`config.mk`:
```
export PLATFORM = sky130hd
export DESIGN_NAME = pipe_hazard_ctrl
export DESIGN_NICKNAME = d
export VERILOG_FILES = /design/src/rtl/pipe_hazard_ctrl.sv
export SDC_FILE = /design/constraint.sdc
export NUM_CORES = 1
export LEC_CHECK = 0
export CORE_ASPECT_RATIO = 1.5
export CORE_MARGIN = 5
export CORE_UTILIZATION = 42
export DETAILED_ROUTE_END_ITERATION = 8
export GPL_TIMING_DRIVEN = 0
export PLACE_DENSITY = 0.73
export SLEW_MARGIN = 30
export SYNTH_ARGS = -nofsm -noshare
export SYNTH_HDL_FRONTEND = slang
export SYNTH_SLANG_ARGS = --single-unit
```
`constraint.sdc`:
```
create_clock -name clk -period 2.4 [get_ports clk]
set_input_delay 0.24 -clock clk [delete_from_list [all_inputs] [get_ports clk]]
set_output_delay 0.24 -clock clk [all_outputs]
set_load 0.01 [all_outputs]
```
`src/rtl/pipe_hazard_ctrl.sv`:
```
// pipe_hazard_ctrl: issue/stall control for the five-stage stalling_cpu pipeline.
// There is no forwarding, so every RAW hazard against an instruction in EX, MEM or
// WB stalls ID. A multi-cycle ALU op holds EX for MULT_LAT cycles. During the final
// cycle (cnt==1) the op moves on and a new instruction may issue alongside it.
module pipe_hazard_ctrl #(
    parameter int REG_W    = 5,
    parameter int MULT_LAT = 4
) (
    input  logic             clk,
    input  logic             rst,
    input  logic             id_valid,
    input  logic [REG_W-1:0] id_rs1,
    input  logic [REG_W-1:0] id_rs2,
    input  logic             id_rs1_used,
    input  logic             id_rs2_used,
    input  logic [REG_W-1:0] id_rd,
    input  logic             id_wen,
    input  logic             id_multi,
    input  logic             flush,
    output logic             issue,
    output logic             stall,
    output logic             bubble,
    output logic             ex_hold
);
    localparam int CNT_W = $clog2(MULT_LAT + 1);

    typedef enum logic {IDLE = 1'b0, MULTI = 1'b1} state_t;

    // One scoreboard slot: destination of the instruction in that stage.
    typedef struct packed {
        logic             v;
        logic [REG_W-1:0] rd;
    } sb_t;

    sb_t              sb [3];   // [0]=EX, [1]=MEM, [2]=WB
    state_t           state;
    logic [CNT_W-1:0] cnt;

    logic hazard;
    logic hold_i;
    logic issue_i;

    // RAW check of both used sources against every live destination; r0 never conflicts.
    always_comb begin
        hazard = 1'b0;
        for (int i = 0; i < 3; i++) begin
            if (sb[i].v && id_rs1_used && (id_rs1 != '0) && (sb[i].rd == id_rs1))
                hazard = 1'b1;
            if (sb[i].v && id_rs2_used && (id_rs2 != '0) && (sb[i].rd == id_rs2))
                hazard = 1'b1;
        end
    end

    // EX is frozen for every MULTI cycle except the last one.
    assign hold_i  = (state == MULTI) && (cnt != CNT_W'(1));
    assign issue_i = id_valid && !hazard && !hold_i && !flush;

    // Outputs are forced low while reset is asserted, without waiting for a clock edge.
    assign issue   = issue_i && !rst;
    assign stall   = id_valid && !issue_i && !flush && !rst;
    assign bubble  = !hold_i && !issue_i && !rst;
    assign ex_hold = hold_i && !rst;

    // Advance the scoreboard and the multi-cycle sequencer; flush clears everything.
    always_ff @(posedge clk or posedge rst) begin
        if (rst) begin
            for (int i = 0; i < 3; i++) sb[i] <= '0;
            state <= IDLE;
            cnt   <= '0;
        end else if (flush) begin
            for (int i = 0; i < 3; i++) sb[i] <= '0;
            state <= IDLE;
            cnt   <= '0;
        end else if (hold_i) begin
            // EX is held, so MEM receives a NOP while WB drains.
            sb[2] <= sb[1];
            sb[1] <= '0;
            cnt   <= cnt - CNT_W'(1);
        end else begin
            sb[2]    <= sb[1];
            sb[1]    <= sb[0];
            sb[0].v  <= issue_i && id_wen && (id_rd != '0);
            sb[0].rd <= id_rd;
            if (issue_i && id_multi) begin
                state <= MULTI;
                cnt   <= CNT_W'(MULT_LAT);
            end else begin
                state <= IDLE;
                cnt   <= '0;
            end
        end
    end
endmodule

```
======== Word level (Yosys, flattened, before mapping) ========
Cells that the tools add are included.
Widths: inputs -> output; s select.
storage, ports and cells
  bits of input ports ..................... 23
  register bits ........................... 22
  output and inout port bits .............. 4
operators by class
  equality and inequality tests ........... 8
  multiplexer cells ....................... 15
  reduce and logical (&&, ||, !) cells .... 40
  add/sub/neg operators ................... 1
operators with widths
  kind                 number
  $logic_and 1x1->1    32
  $eq 5x5->1           6
  $mux 18              1
  $reduce_bool 5->1    3
  $mux 12              1
  $mux 1               9
  $mux 3               3
  $mux 6               1
  $logic_not 1->1      5
  $ne 3x1->1 const B   1
  $sub 3x1->3 const B  1
  $ne 2x2->1 const B   1

======== Longest topological paths before layout ========
Gate-level depths: netlist of the first run.
  depth in word-level cells ............... 17
  mapped depth ............................ 8

======== Worst setup path before layout of the first run ========
Ideal clock, no wire load.
  path type ............................... reg2out
  start ................................... register sb[16] in the netlist's numbering
  end ..................................... output bubble
  path slack .............................. 0.585 ns
  arrival ................................. 1.575 ns
  cell stages (with the launch flop) ...... 7
  path buffers ............................ 0
  path through ............................ dfrtp_1 xor2_1 nor4_1 nand3_1 a31oi_1 nor2_2 a211oi_1
between the ends
  cells in the longest elaborated chain, start to end .. 15
RTL lines
  what                               RTL line  text
  start: declaration                 35        sb_t sb [3];
  $eq 5x5->1                         47        if (sb[i].v && id_rs1_used && (id_rs1 != '0) && (sb[i].rd == id_rs1))
  $logic_and 1x1->1                  47
  $mux 1                             47
  $mux 1 *                           49        if (sb[i].v && id_rs2_used && (id_rs2 != '0) && (sb[i].rd == id_rs2))
  $mux 1 *                           47
  $mux 1 *                           49
  $mux 1 *                           47
  $mux 1 *                           49
  $logic_not 1->1 *                  56        assign issue_i = id_valid && !hazard && !hold_i && !flush;
  $logic_and 1x1->1 * (3 in series)  56
  $logic_not 1->1 *                  61        assign bubble = !hold_i && !issue_i && !rst;
  $logic_and 1x1->1 * (2 in series)  61
  end: declaration                   22        output logic bubble,
Every way passes the cells marked *; elsewhere a longest branch is shown, timed or not.

======== Worst setup path in the final report of the first run ========
  start ................................... register sb[10] in the netlist's numbering
  end ..................................... output bubble
between the ends
  cells in the longest elaborated chain, start to end .. 13
RTL lines
  what                               RTL line
  $eq 5x5->1                         47
  $logic_and 1x1->1                  47
  $mux 1                             47
  $mux 1 *                           49
  $mux 1 *                           47
  $mux 1 *                           49
  $logic_not 1->1 *                  56
  $logic_and 1x1->1 * (3 in series)  56
  $logic_not 1->1 *                  61
  $logic_and 1x1->1 * (2 in series)  61
Marks and branches as above.

==> run_results.csv, run 1 <==
group,metric,value,unit
layout,syn_to_final_growth,35.1,%
floorplan,pin_count,27,
hold_path,hold_path.class,"input pin to asynchronous set/reset pin",
routing,avgViaCountPerCell,5.21,
sta,hold_viol,0,
flow_run,drv_cap,0,
place,gp_congestion,0.891,
clock_network,htreeDepth,1,
place,dp_hpwl,2.29,mm
clock_network,cts_hold_buf,0,
logic_synthesis,synth_fp_nets,151,
sta,grt_setup_unrepaired,"true",
layout,n_antenna_cell,0,
clock_network,clock-sinks,22,
setup_path,required,2.16,ns
layout,layout-drive-gt1-share,0.150,
sta,clock_skew,0.00383,ns
floorplan,coreArea,2880,um^2
clock_network,cts_buffers,3,
layout,final_net_count,186,
place,pre_cts_ws,-0.589,ns
sta,timing.final.ws_setup,0.0659,ns
sta,fmax,428,MHz
sta,tightest_slew,0.511,ns
setup_path,rr_worst_depth,7,
floorplan,die_area,4200,um^2
pwr,powerDensity,495,nW/um^2
setup_path,reg2reg_slack,0.53,ns
clock_network,cts_tree,"built",
floorplan,die_h,76.9,um
clock_network,insertion_delay,0.26,ns
setup_path,path_max_fanout,4,
run_status,status,"finished clean",
floorplan,initial_core_util,0.435,
routing,detail-route-antenna-nets,0,
pwr,vdd_drop_max,0.000289,V
layout,fin_util,0.588,
global_routing,grt_antenna_before_repair,0,
sta,final.period_utilization,0.973,
logic_synthesis,syn_avg_cell_area,9.96,um^2
global_routing,grt_usage,0.167,
global_routing,grt_pass1_wl,5.18,mm
sta,slew_headroom,0.659,
floorplan,rows,24,
sta,setup_violations,0,
logic_synthesis,ys_ff_latch,22,
routing,dr.pass1.iters,4,
global_routing,gr-total-overflow,0,
setup_path,start_kind,"register",
logic_synthesis,syn_area,1250,um^2
routing,vias,1036,
clock_network,root_buffer,"clkbuf_8",
pwr,leakagePower,0.784,nW
logic_synthesis,synth_cell_types,27,
clock_network,cts.clk_slew.worst_paths,0.08,ns
logic_synthesis,yosys_warnings,0,
global_routing,grt_pass1_vias,1157,
routing,wl_per_cell,15.4,um
layout,nFillCells,269,
place,place_inst,191,
floorplan,die_w,54.6,um
logic_synthesis,seq_area_frac_synth,0.439,
routing,finalWirelength,3.06,mm
place,port_buffers,26,
sta,min_period,2.33,ns
routing,drc,0,
setup_path,worstPathArrival,2.09,ns
setup_path,worstSetupEndpointType,"output port",
global_routing,grt_max_degree,25,
routing,first_iter_violations,24,
layout,fin_cells,199,
sta,drv_slew,0,
logic_synthesis,synthCells,126,
setup_path,crit_type,"register to output port",
clock_network,cts_buffer_depth,2,
path summary, 6_finish.rpt:
| check | startpoint | to |
|---|---|---|
| max | sb[10] | bubble |
| min | rst | cnt[2] |
| max reg2reg | sb[10] | state |
| min reg2reg | cnt[0] | cnt[0] |
| max in group asynchronous | rst | sb[8] |
| min in group clk | cnt[0] | cnt[0] |
cells by family (layout without fill, tap and decap cells):
logic type,count (synthesis),in the layout,share of synthesized area
AO/OA/AOI/OAI,17,17,0.0947
AND/OR/NAND/NOR,46,46,0.206
XOR/XNOR,31,31,0.216
flip-flops,22,22,0.439
buffers and inverters,8,42,0.0239
adder cells (fa/ha/maj),2,2,0.0199
Yosys cell counts, drive strengths merged:
cell	n	area, um^2
a21oi	5	25.0
o21a	1	7.51
o2111a	1	11.3
or4	3	22.5
and3	7	43.8
nor3	3	15.0
nor4	6	43.8
inv	5	18.8
ha	2	25.0
a31oi	2	12.5
xor2	24	210
o21ai	3	15.0
a211oi	1	7.51
a32o	2	20.0
o311a	1	11.3
nand3	6	30.0
xnor2	7	61.3
nor2	3	13.8
a21o	1	8.76
and4	1	8.76
nor2b	7	43.8
nand2	10	37.5
clkbuf	3	11.3
dfrtp	22	551
report_power, final:
group	leakage (nW)	switching (W)	internal (W)
logic	0.458	0.0000899	0.0000829
clock network	0.0288	0.000113	0.000146
registers	0.297	0.0000181	0.000389
total	0.784	0.000221	0.000618
critical path, cell delays in order, from the launching register on:
cell      delay, ns
dfrtp_1        0.42
xor2_1         0.17
nor4_1         0.32
nand3_1        0.17
a31oi_4        0.24
nor2_2         0.08
buf_6          0.12
a211oi_2       0.15
buf_2          0.16
stage by stage:
stage	instance area (um^2)	power, W	hold WS, ns	setup TNS (ns)
6_report	1700	0.000839	0.438	0
5_1_grt	1700	0.000882	0.487	-0.0623
4_1_cts	1680	0.000844	0.478	0
3_5_place_dp	1560	0.000579	0.471	-1.53
3_3_place_gp	1560	0.000573	0.457	-1.23
2_1_floorplan	1250	0.000499	0.243	0
metal layers:
layer / GRT usage / part of all wire / up-vias
li1: - / - / 508
met1: 0.198 / 0.42 / 496
met3: 0.0233 / 0.049 / 4
met2: 0.293 / 0.52 / 28
met5: 0 / 0 / -
met4: 0.0524 / 0.010 / 0
state kept, by name, indices dropped and copies added, names as in the netlist:
name,count
state,1
cnt,3
sb,18
final cells by class:
cell class	count	area (um^2)	area share
buffer	3	12.5	0.00738
clock buffer	4	55.1	0.0325
sequential	22	551	0.325
timing repair buffer	30	270	0.159
tap	39	48.8	0.0288
inverter	5	22.5	0.0133
multi-input combinational	96	736	0.434
layout by cell type (no fill, tap or decap), drive strengths merged:
master / Yosys / layout
a211oi: 1 / 1
a21o: 1 / 1
a21oi: 5 / 5
a31oi: 2 / 2
a32o: 2 / 2
and3: 7 / 7
and4: 1 / 1
buf: 0 / 5
clkbuf: 3 / 8
clkdlybuf4s50: 0 / 13
clkinvlp: 0 / 1
dfrtp: 22 / 22
dlygate4sd2: 0 / 11
ha: 2 / 2
inv: 5 / 4
nand2: 10 / 10
nand3: 6 / 6
nor2: 3 / 3
nor2b: 7 / 7
nor3: 3 / 3
nor4: 6 / 6
o2111a: 1 / 1
o21a: 1 / 1
o21ai: 3 / 3
o311a: 1 / 1
or4: 3 / 3
xnor2: 7 / 7
xor2: 24 / 24
timing repair:
| action | 4_1_cts | 5_1_grt |
|---|---|---|
| endpoints found under the hold margin | 0 | 0 |
| endpoints found under the setup margin | 4 | 4 |
| pin swaps | 7 | 0 |
| gates cloned | 0 | 0 |
| buffers inserted | 4 | 0 |
| gates resized for setup | 26 | 6 |
No activity file was read; power rests on OpenSTA's default activity.
==> run 2: changes to the inputs <==
CORE_UTILIZATION = 30   (was 42)
PLACE_DENSITY = 0.57   (was 0.73)
SKIP_LAST_GASP = 1   (was unset)
==> run 2 against run 1 <==
Critical path depth rose by 1. Global-route usage fell by 4.8 points. Clock power rose by 2%. Worst hold slack got worse by 0.046 ns. Total power rose by 2.1%. Wire length rose by 5.9%. Register-to-register slack barely moved. Critical path type unchanged. Critical endpoint unchanged. Largest cell class unchanged.
==> run_results.csv, run 2 (synthesized netlist as in run 1, its figures left out) <==
group,metric,value,unit
run_status,status,"finished clean",
floorplan,pin_count,27,
routing,detail-route-antenna-nets,0,
pwr,power,0.000857,W
global_routing,grt_pass1_vias,1139,
place,dp_hpwl,2.38,mm
routing,vias,1073,
global_routing,gr-total-overflow,0,
sta,grt_setup_unrepaired,"true",
sta,tightest_slew,0.497,ns
hold_path,hold_path.class,"input pin to asynchronous set/reset pin",
routing,wl_per_cell,15.6,um
place,port_buffers,26,
layout,n_antenna_cell,0,
flow_run,drv_cap,0,
sta,slew_headroom,0.668,
layout,syn_to_final_growth,40.4,%
clock_network,cts_buffers,3,
clock_network,root_buffer,"clkbuf_8",
floorplan,die_h,89.2,um
setup_path,worstPathArrival,2.15,ns
clock_network,cts.clk_slew.worst_paths,0.08,ns
pwr,vdd_drop_max,0.000268,V
setup_path,r2r-start,"sb[16]",
clock_network,htreeDepth,1,
layout,regArea,554,um^2
routing,finalWirelength,3.24,mm
global_routing,grt_pass1_wl,5.29,mm
sta,whs,0.392,ns
sta,min_period,2.39,ns
layout,nFillCells,411,
layout,top_register,"sb",
floorplan,die_w,62.8,um
setup_path,cp-endpoint,"bubble",
global_routing,grt_usage,0.119,
layout,fin_util,0.441,
place,dpl-instance-area,1570,um^2
setup_path,start_kind,"register",
setup_path,crit_type,"register to output port",
clock_network,cts_tree,"built",
sta,final.period_utilization,0.997,
pwr,leakagePower,0.798,nW
routing,dr.pass1.iters,4,
setup_path,rr_worst_depth,8,
place,gp_congestion,0.819,
layout,layout_commonest_cell,"xor2_1",
sta,clock_skew,0.00365,ns
floorplan,initial_core_util,0.314,
sta,drv_slew,0,
setup_path,r2r-end,"state",
setup_path,path_max_fanout,4,
layout,multi_input_area,779,um^2
sta,fmax,418,MHz
layout,largest_register_ffs,18,
setup_path,worstSetupEndpointType,"output port",
setup_path,reg2reg_slack,0.53,ns
routing,drc,0,
sta,hold_viol,0,
layout,final_net_count,188,
global_routing,grt_antenna_before_repair,0,
pwr,powerDensity,486,nW/um^2
floorplan,die_area,5600,um^2
setup_path,startpoint,"sb[16]",
sta,timing.setup.tns,0,ns
clock_network,cts_hold_buf,0,
routing,avgViaCountPerCell,5.18,
sta,setup_violations,0,
clock_network,clock-sinks,22,
layout,layout-drive-gt1-share,0.216,
layout,fin_area,1760,um^2
setup_path,required,2.16,ns
layout,final_cell_mix,"xor2_1 (22), dfrtp_1 (19), clkdlybuf4s50_1 (13)",
floorplan,coreArea,3990,um^2
clock_network,cts_buffer_depth,2,
clock_network,insertion_delay,0.26,ns
floorplan,rows,28,
global_routing,grt_max_degree,25,
routing,first_iter_violations,21,
layout,biggestRegsByFlops,"sb (18), cnt (3), state (1)",
run 2: cell types whose count changed in the layout (fill, tap and decap cells not counted), sizes merged:
cell         delta
dlygate4sd2     -1
clkinvlp        -1
buf             +3
inv             +1
run 2: worst max-delay path: stages, from the launching register on:
cell	delay, ns
dfrtp_2	0.42
buf_6	0.13
xor2_2	0.16
nor4_2	0.24
nand3_1	0.16
a31oi_4	0.24
nor2_4	0.07
buf_6	0.12
a211oi_2	0.19
buf_2	0.16
run 2: per-stage QoR:
stage,worst slack [ns],cells
2_1_floorplan,0.585,126
6_report,0.00620,207
4_1_cts,0.00275,202
3_3_place_gp,-0.538,197
3_5_place_dp,-0.536,197
5_1_grt,-0.107,207
run 2: report_power, final:
part / switching (W) / leakage (nW) / total [W] / internal (W)
clock network: 0.000117 / 0.0288 / 0.000263 / 0.000146
registers: 0.0000205 / 0.293 / 0.000410 / 0.000390
logic: 0.0000961 / 0.476 / 0.000184 / 0.0000879
total: 0.000233 / 0.798 / 0.000857 / 0.000624
run 2: how the worst min path moves through the flow:
| stage | from | end |
|---|---|---|
| after floorplan | rst | cnt[0] |
| after global placement | cnt[0] | cnt[0] |
| after detailed placement | cnt[0] | cnt[0] |
| after CTS | cnt[0] | cnt[0] |
| after global routing | rst | state |
| final | rst | cnt[2] |
run 2: what timing repair did:
| action | in CTS | in global routing |
|---|---|---|
| cloned | 0 | 0 |
| endpoints found under the hold margin | 0 | 0 |
| gates resized for setup | 30 | 16 |
| setup endpoints to repair | 4 | 4 |
| buffers inserted | 1 | 5 |
| pin swaps | 7 | 10 |
run 2: layout make-up:
cell class,instances,share of cell area
repair buffers,32,0.162
clock buffers,4,0.0312
inverters,5,0.0107
plain buffers,3,0.00710
multi-input cells,96,0.442
well taps,45,0.0320
flip-flops and latches,22,0.315
run 2: routing by layer:
metal	track usage	up-vias	share of wire
li1	-	510	-
met1	0.147	532	0.42
met2	0.202	27	0.53
met3	0.0277	4	0.041
met4	0.0463	0	0.016
met5	0	-	0
==> run 3: changes to the inputs <==
PLACE_DENSITY = 0.59   (was 0.57)
clock period = 2 ns   (was 2.4 ns; I/O delays follow)
==> run 3 against run 2 <==
The run now ends with setup timing left. Flip-flop and latch count unchanged. Wire length hardly changed. Register-to-register slack worse by 0.42 ns. Clock power is 19% higher. Die area is the same. Core utilization is 0.72 points lower. Combinational power is 17% higher. Final cell count decreased by 0.48%. Critical endpoint is now issue.
==> run_results.csv, run 3 (synthesized netlist as in run 1, its figures left out) <==
group,metric,value,unit
routing,vias,1042,
global_routing,use_met2,0.241,
floorplan,rows,28,
place,gp_congestion,0.872,
global_routing,grt.busiest_layer,"met2",
clock_network,htreeDepth,1,
clock_network,cts_buffers,3,
sta,clock_skew,0.00520,ns
floorplan,die_w,62.8,um
floorplan,die_area,5600,um^2
place,place_inst,197,
pwr,p_sw_frac,0.267,
global_routing,grt_max_degree,25,
sta,timing.final.ws_setup,-0.178,ns
clock_network,root_buffer,"clkbuf_8",
global_routing,gr-usage-met3,0.0176,
place,dp_hpwl,2.54,mm
layout,syn_to_final_growth,38.1,%
global_routing,grt_antenna_before_repair,0,
pwr,leakagePower,0.805,nW
sta,hold_viol,0,
global_routing,grt_pass1_vias,1172,
setup_path,required,1.80,ns
layout,layout_commonest_cell,"xor2_1",
run_status,status,"complete, but fails checks",
sta,drv_slew,0,
pwr,power,0.00102,W
pwr,pwr-share-seq,0.481,
place,dpl-instance-area,1570,um^2
layout,fin_area,1730,um^2
floorplan,die_h,89.2,um
sta,grt_setup_unrepaired,"true",
sta,setup_violations,3,
layout,layout-drive-gt1-share,0.180,
layout,top_register,"sb",
floorplan,coreArea,3990,um^2
clock_network,clock-sinks,22,
clock_network,cts_tree,"built",
global_routing,grt_pass1_wl,5.34,mm
routing,wl_per_cell,15.7,um
pwr,comb_power_share,0.211,
sta,final.period_utilization,1.09,
routing,first_iter_violations,13,
sta,timing.setup.tns,-0.449,ns
setup_path,start_kind,"register",
setup_path,worstSetupEndpointType,"output port",
layout,final_net_count,187,
pwr,intPower,0.000747,W
layout,biggestRegsByFlops,"sb (18), cnt (3), state (1)",
pwr,powerDensity,588,nW/um^2
routing,avgViaCountPerCell,5.06,
layout,fin_util,0.434,
sta,min_period,2.18,ns
pwr,vdd_drop_max,0.000353,V
pwr,clkPwrFrac,0.308,
layout,largest_register_ffs,18,
place,port_buffers,26,
layout,final_cell_mix,"xor2_1 (24), dfrtp_1 (22), clkdlybuf4s50_1 (12)",
routing,drc,0,
global_routing,gr-total-overflow,0,
setup_path,worstPathArrival,1.98,ns
routing,detail-route-antenna-nets,0,
routing,dr.pass1.iters,4,
setup_path,crit_type,"register to output port",
floorplan,pin_count,27,
routing,finalWirelength,3.24,mm
sta,slew_headroom,0.666,
floorplan,initial_core_util,0.314,
clock_network,cts.clk_slew.worst_paths,0.08,ns
clock_network,cts_hold_buf,0,
run_status,violations,"setup timing",
pwr,p_switching,0.000272,W
sta,tightest_slew,0.500,ns
layout,fin_cells,206,
global_routing,met1_usage,0.124,
hold_path,hold_path.class,"input pin to asynchronous set/reset pin",
clock_network,insertion_delay,0.26,ns
clock_network,cts_buffer_depth,2,
sta,fmax,459,MHz
setup_path,path_max_fanout,3,
flow_run,drv_cap,0,
global_routing,grt_usage,0.121,
layout,n_antenna_cell,0,
-- run 3: cell types whose count changed in the layout (fill, tap and decap cells not counted), sizes merged --
cell / previous run / this run
clkbuf: 8 / 6
buf: 8 / 9
clkdlybuf4s50: 13 / 12
dlygate4sd2: 10 / 11
-- run 3: through the flow --
stage	hold slack (ns)	setup slack [ns]
floorplan	0.203	0.225
global placement	0.458	-0.850
detailed placement	0.478	-0.853
CTS	0.483	-0.191
global route	0.419	-0.281
finish	0.362	-0.178
-- run 3: path summary, 6_finish.rpt --
kind                        start  endpoint  slack (ns)  cells past startpoint
setup / recovery            sb[6]     issue       -0.18                      7
hold reg to reg            cnt[0]    cnt[0]        0.48                      1
setup reg to reg            sb[6]     state        0.11                      7
min in group clk           cnt[0]    cnt[0]        0.48                      1
hold / removal                rst    sb[10]        0.36                      2
max in group asynchronous     rst    sb[11]        1.30                      2
-- run 3: what timing repair did --
item / CTS / global route
buffers inserted: 6 / 0
pin swaps: 10 / 2
endpoints found under the setup margin: 4 / 4
gates cloned: 0 / 0
resized for setup: 40 / 1
-- run 3: power groups by stage --
stage	Combinational, W	Sequential, W	Clock, W
final	0.000215	0.000490	0.000314
after global routing	0.000235	0.000493	0.000340
after CTS	0.000216	0.000490	0.000323
after detailed placement	0.000199	0.000499	0
after global placement	0.000196	0.000497	0
after floorplan	0.000105	0.000493	0
-- run 3: per-layer routing --
metal | part of all wire | vias up
met5 | 0 | -
met2 | 0.56 | 21
met4 | 0.017 | 0
met1 | 0.40 | 506
li1 | - | 509
met3 | 0.028 | 6
-- run 3: final cells by class --
cell class,instances,area [um^2]
Buffer,2,17.5
Clock buffer,4,55.1
Tap cell,45,56.3
Inverter,5,18.8
Timing Repair Buffer,32,277
Sequential cell,22,551
Fill cell,411,2260
Multi-Input combinational cell,96,758
-- run 3: worst max-delay path: stages (launching register included) --
cell	delay, ns
dfrtp_1	0.40
xor2_1	0.17
nor4_2	0.32
nand3_1	0.17
a31oi_4	0.26
nor2_4	0.07
and4_1	0.19
buf_2	0.14
==> edit (config.mk and constraints of run 3) <==
The parameter `MULT_LAT` goes from 4 to 8.
--- a/src/rtl/pipe_hazard_ctrl.sv
+++ b/src/rtl/pipe_hazard_ctrl.sv
@@ -6,3 +6,3 @@
     parameter int REG_W    = 5,
-    parameter int MULT_LAT = 4
+    parameter int MULT_LAT = 8
 ) (
Behaviour: not the same (a bounded check fails within 10 cycles, from zero or initial values and one cycle with rst high).
==> edit against run 3 <==
Core utilization is 1.6 points lower. Cell area up 1.6%. Routed wire length grew 3.1%. Synthesized area up 3.0%. Sequential cell count up 1. Die area grew 2.6%. The flow still finishes with violations (setup timing). Total power barely moved. Sequential power increased by 5.5%. Worst setup slack lost 0.16 ns.
==> edit: results (changes against run 3) <==
| Metric | Value |
|---|---|
| Final setup violation count | 3 (unchanged) |
| Critical R2R Launch | sb[13]$_DFFE_PP0P_ |
| Met3 wire len | 130 um (+43%) |
| Clk_skew | 0.00592 ns (+0.000715 ns) |
| Worst setup margin | -0.335 ns (-0.157 ns) |
| Hold_ws | 0.373 ns (+0.0118 ns) |
| Final Non-Filler Cells | 216 (+4.9%) |
| Reg2Reg Setup Slack | 0.08 ns (-0.03 ns) |
| Outcome | finished, violations left |
| Tightest Pin Transition | 0.529 ns (+0.0289 ns) |
| Synth Area in Compound Gates | 7.36% (-2.1 points) |
| Placement Setup Slack | -0.800 ns (+0.0526 ns) |
| Slowest CP cell | dfrtp_2 |
| Met1 WL | 1.37 mm (+6.0%) |
| Leak | 0.795 nW (-1.3%) |
| Mean Syn Cell Area | 9.72 um2 (-2.4%) |
| Placed cell areas | 0.00160 mm2 (+1.8%) |
| Sequential logic power | 0.517 mW (+5.5%) |
| Adder-cell area share of the yosys netlist | 1.94% (-0.058 points) |
| Top flop regs | sb: 18 flops, cnt: 4 flops, state: 1 flops |
| Worst setup endpoint | stall |
| Port bufs | 25 (-3.8%) |
| Global-route wire length before repair | 5.81 mm (+8.8%) |
| Share of cells above drive strength 1 | 17.1% (-0.95 points) |
| Xor and xnor area share after synthesis | 21.7% (+0.049 points) |
| Net Count, Synth | 158 (+4.6%) |
| Max incr delay on CP | 0.44 ns (+0.04 ns) |
| Sequential share of power | 50.7% (+2.6 points) |
| HPWL after DPL | 2.49 mm (-2.2%) |
| Sw Share | 27.7% (+0.94 points) |
| Crit start category | flip-flop |
| CP arrival | 2.14 ns (+0.16 ns) |
| Detailed Route WL | 3.34 mm (+3.1%) |
| Hold Path Class | in2reg |
| Iter 0 DRT Violations | 23 (+10) |
| Met1 Track Usage GR | 15.0% (+2.5 points) |
| Clock group power | 0.285 mW (-9.2%) |
| Final nets | 196 (+4.8%) |
| Met2 WL | 1.82 mm (+0.89%) |
| CP Max Fanout | 4 (+1) |
| All-Layer GR Usage | 12.3% (+0.21 points) |
| Setup TNS | -0.964 ns (-0.515 ns) |
| Synth unique cells | 26 (-3.7%) |
| Largest cells by area after synthesis | dfrtp_1, xor2_1, xnor2_1, nand2_1, and2_1 |
| GR Util met3 | 2.37% (+0.61 points) |
| Post-synthesis sequential area ratio | 44.5% (+0.66 points) |
| Vias per cell | 5.01 (-0.97%) |
| Failing checks | setup timing |
[edit: cell count changes in the layout (fill, tap and decap cells not counted), moves of 2 or more]
cell      delta
nor3_1       +2
and2_1       +7
nand2_1      +2
o21ai_1      +2
nor2_1       +2
buf_6        +2
clkbuf_1     +3
o21ai_2      -2
and3_1       -6
inv_1        -2
a32o_1       -2
clkbuf_8     -2
[edit: cell families (layout without fill, tap and decap cells)]
kind of cell             count (synthesis)  count (layout)
AND/OR/NAND/NOR                         54              54
XOR/XNOR                                32              32
flip-flops                              23              23
AO/OA/AOI/OAI                           15              15
buffers and inverters                    7              44
adder cells (fa/ha/maj)                  2               2
[edit: cell type report]
type	count	area (um2)	area share, %
repair buffers	33	289	16.4
clock buffers	4	45.0	2.56
plain buffers	4	18.8	1.07
multi-input cells	103	758	43.1
well taps	46	57.6	3.27
flip-flops and latches	23	577	32.8
inverters	3	15.0	0.853
